### src/rtl/pwm_fade_sequencer.sv
// Breathing-fade duty sequencer for three RGB PWM channels, stepped on a divided tick.
// Latency: lvl moves on tick clks, duties follow one clk later; cfg_ready stays low while a config is pending.
module pwm_fade_sequencer #(
    parameter int R        = 8,
    parameter int TICK_DIV = 2499999,
    parameter int DEF_STEP = 1,
    parameter int DEF_HOLD = 0
) (
    input  logic         clk,
    input  logic         rst,
    input  logic         en,
    input  logic [1:0]   mode,
    input  logic [1:0]   ch_sel,
    input  logic         cfg_valid,
    input  logic [R-1:0] cfg_step,
    input  logic [7:0]   cfg_hold,
    output logic         cfg_ready,
    output logic [R:0]   duty_r,
    output logic [R:0]   duty_g,
    output logic [R:0]   duty_b,
    output logic [2:0]   state_o,
    output logic         cycle_done
);
    localparam int TW = (TICK_DIV > 0) ? $clog2(TICK_DIV + 1) : 1;
    localparam logic [R:0]   FULL_L = {1'b1, {R{1'b0}}};
    localparam logic [R+1:0] FULL_W = {1'b0, FULL_L};

    typedef enum logic [2:0] {
        IDLE    = 3'd0,
        UP      = 3'd1,
        HOLD_HI = 3'd2,
        DOWN    = 3'd3,
        HOLD_LO = 3'd4
    } state_t;

    state_t          state_q, state_d;
    logic [R:0]      lvl_q, lvl_d;
    logic [TW-1:0]   tick_cnt_q, tick_cnt_d;
    logic [1:0]      chan_q, chan_d;
    logic [1:0]      mode_q, mode_d;
    logic [R-1:0]    step_q, step_d;
    logic [7:0]      hold_q, hold_d;
    logic [7:0]      hold_cnt_q, hold_cnt_d;
    logic            pend_vld_q, pend_vld_d;
    logic [R-1:0]    pend_step_q, pend_step_d;
    logic [7:0]      pend_hold_q, pend_hold_d;
    logic [R:0]      duty_r_q, duty_r_d, duty_g_q, duty_g_d, duty_b_q, duty_b_d;
    logic            cycle_done_q, cycle_done_d;

    logic            tick, go_idle, apply;
    logic [R+1:0]    sum;
    logic [1:0]      sel;
    logic [2:0]      on;

    assign tick    = (tick_cnt_q == TW'(TICK_DIV));
    assign go_idle = !en || (mode == 2'b00);
    // Widened by one bit so the ramp can overshoot full scale before saturating.
    assign sum     = {1'b0, lvl_q} + {2'b00, step_q};

    always_comb begin
        state_d      = state_q;
        lvl_d        = lvl_q;
        tick_cnt_d   = tick_cnt_q;
        chan_d       = chan_q;
        mode_d       = mode_q;
        step_d       = step_q;
        hold_d       = hold_q;
        hold_cnt_d   = hold_cnt_q;
        pend_vld_d   = pend_vld_q;
        pend_step_d  = pend_step_q;
        pend_hold_d  = pend_hold_q;
        cycle_done_d = 1'b0;
        apply        = 1'b0;

        if (state_q != IDLE) begin
            tick_cnt_d = tick ? '0 : tick_cnt_q + TW'(1);
        end

        if (go_idle) begin
            state_d    = IDLE;
            lvl_d      = '0;
            hold_cnt_d = '0;
            tick_cnt_d = '0;
        end else begin
            case (state_q)
                IDLE: begin
                    state_d    = UP;
                    lvl_d      = '0;
                    hold_cnt_d = '0;
                    tick_cnt_d = '0;
                    chan_d     = 2'd0;
                    mode_d     = mode;
                    apply      = 1'b1;
                end
                UP: if (tick) begin
                    if (sum >= FULL_W) begin
                        lvl_d   = FULL_L;
                        state_d = HOLD_HI;
                    end else begin
                        lvl_d = sum[R:0];
                    end
                end
                HOLD_HI: if (tick) begin
                    if (hold_cnt_q == hold_q) begin
                        state_d    = DOWN;
                        hold_cnt_d = '0;
                    end else begin
                        hold_cnt_d = hold_cnt_q + 8'd1;
                    end
                end
                DOWN: if (tick) begin
                    if (lvl_q <= {1'b0, step_q}) begin
                        lvl_d   = '0;
                        state_d = HOLD_LO;
                    end else begin
                        lvl_d = lvl_q - {1'b0, step_q};
                    end
                end
                HOLD_LO: if (tick) begin
                    if (hold_cnt_q == hold_q) begin
                        state_d      = UP;
                        hold_cnt_d   = '0;
                        cycle_done_d = 1'b1;
                        apply        = 1'b1;
                        mode_d       = mode;
                        if (mode_q == 2'b10) begin
                            chan_d = (chan_q == 2'd2) ? 2'd0 : chan_q + 2'd1;
                        end
                    end else begin
                        hold_cnt_d = hold_cnt_q + 8'd1;
                    end
                end
                default: state_d = IDLE;
            endcase
        end

        if (apply && pend_vld_q) begin
            step_d     = pend_step_q;
            hold_d     = pend_hold_q;
            pend_vld_d = 1'b0;
        end
        // Accept only into an empty slot, so a same-clk apply always consumes the older entry.
        if (cfg_valid && !pend_vld_q) begin
            pend_vld_d  = 1'b1;
            pend_step_d = (cfg_step == '0) ? R'(1) : cfg_step;
            pend_hold_d = cfg_hold;
        end
    end

    always_comb begin
        sel = 2'd0;
        on  = 3'b000;
        case (mode_q)
            2'b01: begin
                sel = (ch_sel == 2'd3) ? 2'd0 : ch_sel;
                on  = 3'b001 << sel;
            end
            2'b10:   on = 3'b001 << chan_q;
            2'b11:   on = 3'b111;
            default: on = 3'b000;
        endcase
        duty_r_d = (on[0] && !go_idle) ? lvl_q : '0;
        duty_g_d = (on[1] && !go_idle) ? lvl_q : '0;
        duty_b_d = (on[2] && !go_idle) ? lvl_q : '0;
    end

    always_ff @(posedge clk or negedge rst) begin
        if (!rst) begin
            state_q      <= IDLE;
            lvl_q        <= '0;
            tick_cnt_q   <= '0;
            chan_q       <= 2'd0;
            mode_q       <= 2'b00;
            step_q       <= R'(DEF_STEP);
            hold_q       <= 8'(DEF_HOLD);
            hold_cnt_q   <= '0;
            pend_vld_q   <= 1'b0;
            pend_step_q  <= '0;
            pend_hold_q  <= '0;
            duty_r_q     <= '0;
            duty_g_q     <= '0;
            duty_b_q     <= '0;
            cycle_done_q <= 1'b0;
        end else begin
            state_q      <= state_d;
            lvl_q        <= lvl_d;
            tick_cnt_q   <= tick_cnt_d;
            chan_q       <= chan_d;
            mode_q       <= mode_d;
            step_q       <= step_d;
            hold_q       <= hold_d;
            hold_cnt_q   <= hold_cnt_d;
            pend_vld_q   <= pend_vld_d;
            pend_step_q  <= pend_step_d;
            pend_hold_q  <= pend_hold_d;
            duty_r_q     <= duty_r_d;
            duty_g_q     <= duty_g_d;
            duty_b_q     <= duty_b_d;
            cycle_done_q <= cycle_done_d;
        end
    end

    assign cfg_ready  = !pend_vld_q;
    assign duty_r     = duty_r_q;
    assign duty_g     = duty_g_q;
    assign duty_b     = duty_b_q;
    assign state_o    = state_q;
    assign cycle_done = cycle_done_q;
endmodule

### config.mk
export PLATFORM = sky130hd
export DESIGN_NAME = pwm_fade_sequencer
export DESIGN_NICKNAME = d
export VERILOG_FILES = /design/src/rtl/pwm_fade_sequencer.sv
export SDC_FILE = /design/constraint.sdc
export NUM_CORES = 1
export LEC_CHECK = 0
export ABC_AREA = 1
export CAP_MARGIN = 20
export CORE_UTILIZATION = 40
export CTS_CLUSTER_SIZE = 20
export DETAILED_ROUTE_END_ITERATION = 7
export SKIP_LAST_GASP = 1
export SYNTH_ARGS = -nofsm -noshare
export SYNTH_HDL_FRONTEND = slang
export SYNTH_SLANG_ARGS = --single-unit
export TNS_END_PERCENT = 30
### constraint.sdc
create_clock -name clk -period 2.8 [get_ports clk]
set_clock_uncertainty 0.2 [all_clocks]
set_input_delay 0.56 -clock clk [delete_from_list [all_inputs] [get_ports clk]]
set_output_delay 0.56 -clock clk [all_outputs]
set_load 0.005 [all_outputs]
==> results by group <==
Setup path
  • Cells along the critical path: clkdlybuf4s50_1
  • Worst R2R End: state_o[2]$_DFFE_PN0P_
  • Reg2reg start: step_q[4]$_DFFE_PN0P_
  • Crit path max-delay family: buffers and inverters
  • Setup Crit Path Kind: register to output port
  • Buffer and inverter count on the worst path: 1
  • Setup crit start kind: register
  • Crit-path max cell delay: about 0.63 ns
  • Critical path capture point type: output port
  • Slowest-stage cell, CP: clkdlybuf4s50_1
  • Req. time, crit path: around 2.0 ns
  • R2r setup slk: 0.44 ns
  • Cells on worst reg2reg path: 11
  • Critical path fanouts, max: 10
  • Worst EP arrival: between 1.5 and 2 ns

Synth
  • Post-Syn Area: between 5000 and 6000 µm²
  • Sequential area share after synthesis: roughly 45%
  • Synth top area share: ~44%
  • Gate Count Post-Synth: around 740
  • Synth Flop Type: dfrtp_1
  • Ranking of synthesized cells by area: dfrtp_1, nand2_1, nor2_1
  • Post-synth EDFFs: 0
  • Syn_nets: roughly 790
  • Yosys warns: 0
  • #FFs+latches synth: roughly 110
  • Cell variety after synth: 45
  • Ys async rst share: 100.0%
  • Syn Area/Cell: 8.035 µm²
  • Yosys top cell by area: dfrtp_1

Clock network
  • H-tree depth: 3
  • Postcts setup bufs: 0
  • Insertion delay to the later sink of the worst-skew pair: between 0.3 and 0.4 ns
  • CTS tree: built
  • Clock tree buffer depth: 2
  • TritonCTS Buffers: 9
  • CTS clk-pin slew, worst paths: 0.07 ns
  • Clock Sinks: between 100 and 150
  • Root Buffer: clkbuf_16
  • Post_cts resized: 0
  • CTS Hold Buffers Added: 1

Global route
  • Global route hottest layer: met2
  • Initial antenna violation count: 0
  • Vias in the first global route: 4831
  • Met1 GRT Util: between 20 and 25%
  • First-pass GRT wire length: 22770 µm
  • Met2 Use GR: between 30 and 40%
  • Grt ovf: 0
  • Aggregate global-route resource usage: 18.21%
  • Largest net degree at the start of global routing: 54
  • Met3 usage: around 3.7%

Worst hold path
  • Worst Hold Depth: 1
  • Critical hold path startpoint: tick_cnt_q[0]$_DFFE_PN0P_
  • Worst Hold End: tick_cnt_q[0]$_DFFE_PN0P_
  • Tightest Hold Check Type: register to register

STA
  • Crit share post-route: between 80% and 90%
  • Hold Vio Cnt, Final: 0
  • Setup WS post-layout: between 0.4 and 0.5 ns
  • RSZ-0062 raised after global routing: false
  • Fmax: between 400 and 500 MHz
  • Slew @ Worst Pin: between 0.6 and 0.7 ns
  • TNS Setup: 0 ns
  • Rel. slew slack: between 50% and 60%
  • Max Transition Viols Final: 0
  • Final min period: between 2 and 2.5 ns
  • Final setup fails: 0

Detailed routing
  • Final wirelength: approximately 13000 µm
  • Vias: roughly 4900
  • Initial DRC count: between 200 and 300
  • DRC errors left: 0
  • Final ANT Viol Nets: 0
  • Vias per cell: between 4 and 5
  • Router iterations before antenna repair: 5
  • Routed len/inst: approximately 13 µm

Place
  • PortBufs: 55
  • Final HPWL DP: around 10000 µm
  • Gpl congestion: about 0.91
  • Setup Slack @ Placement: approximately 0.42 ns

Finish
  • Share of cells above drive strength 1: a little over a tenth
  • Layout area overhead: 17.06%
  • Register area: 2679 µm²
  • Leading cell type in the layout, fill and taps excluded: nand2_1
  • Fillers: approximately 1400
  • Final #Nets: approximately 850
  • Final core utilization: 48.15%
  • Area of the multi-input gates: between 2000 and 3000 µm²
  • # diodes: 0
  • Most frequent cells in the layout: nand2_1, dfrtp_1, nor2_1

Floorplanning
  • Total Die Area: roughly 15000 µm²
  • Die width: roughly 120 µm
  • Initial core utilization: around two fifths
  • Core Area: about 15000 µm²
  • Ports: 56
  • Core Rows: 44
  • Die span in y: between 100 and 150 µm

Run status
  • Outcome: finished, final reports clean

Pwr
  • Cell Pwr Density: between 700 and 800 nW/µm²
  • Peak supply drop: about 380 µV
  • Static Leak: around 3.4 nW

Flow run
  • Max_cap viols: 0
## kinds of logic after synthesis
group / synth area share (%)
AO/OA/AOI/OAI: 4.626
AND/OR/NAND/NOR: 33.05
XOR/XNOR: 2.784
adder cells (fa/ha/maj): 5.065
flip-flops: 44.81
multiplexers: 2.260
buffers and inverters: 7.409
## where the power goes
| group | internal, mW | switching (mW) |
|---|---|---|
| Sequential | 1.84 | 0.217 |
| Clock | 0.611 | 0.595 |
| Combinational | 0.687 | 1.18 |
| Total | 3.13 | 1.99 |
## metal layers
metal	part of all wire, %	vias up
met4	2.2	0
met2	49	94
met5	0	-
met3	3.6	22
met1	45	2276
li1	-	2468
## through the flow
stage / hold WS, ns / power, mW / cell area [µm²] / std cells
after floorplan: 0.06441 / 3.440 / 5978 / 744
after global placement: 0.2463 / 3.912 / 6713 / 974
after detailed placement: 0.2614 / 3.951 / 6713 / 974
after CTS: 0.2719 / 5.178 / 6998 / 990
after global routing: 0.3012 / 5.520 / 6998 / 990
final: 0.2681 / 5.125 / 6998 / 990
## registers in the layout (all words and copies together), names as in the netlist, 3 cells and up
| signal | flops |
|---|---|
| hold_q | 8 |
| pend_hold_q | 8 |
| hold_cnt_q | 8 |
| duty_r | 9 |
| duty_g | 9 |
| state_o | 3 |
| duty_b | 9 |
| tick_cnt_q | 22 |
| lvl_q | 9 |
| pend_step_q | 8 |
| step_q | 8 |
## cells in the mapped netlist (2+ instances only)
master / instances
a21oi_1: 16
a21oi_2: 2
buf_2: 6
buf_4: 5
buf_6: 3
clkbuf_1: 2
dfrtp_1: 106
fa_1: 2
ha_1: 21
inv_1: 77
inv_2: 12
mux2_2: 12
nand2_1: 210
nand2_2: 7
nand2_4: 4
nand3_1: 63
nand3_2: 5
nand3_4: 2
nand3b_1: 2
nand4_1: 10
nor2_1: 96
nor2_2: 4
nor2_4: 5
nor3_1: 10
nor3_2: 3
nor3b_1: 3
o21a_1: 5
o21ai_0: 14
o21bai_1: 2
or2_1: 2
or2_2: 2
xnor2_1: 2
xor2_1: 17
## worst max path at each step
stage | depth (start not counted) | to | start
floorplan | 13 | state_o[1]$_DFFE_PN0P_ | lvl_q[0]$_DFFE_PN0P_
global placement | 10 | state_o[2]$_DFFE_PN0P_ | mode[1]
detailed placement | 9 | lvl_q[2]$_DFFE_PN0P_ | mode[1]
CTS | 1 | state_o[2] | state_o[2]$_DFFE_PN0P_
global route | 11 | state_o[2]$_DFFE_PN0P_ | step_q[4]$_DFFE_PN0P_
finish | 1 | state_o[2] | state_o[2]$_DFFE_PN0P_
## layout make-up
class | instances | share of cell area [%]
clock buffers | 9 | 3.218
multi-input cells | 532 | 40.82
well taps | 184 | 3.290
flip-flops and latches | 107 | 38.28
inverters | 89 | 4.774
repair buffers | 63 | 8.904
clock inverters | 6 | 0.7152
Note: power is estimated with default switching activity, not from simulation.
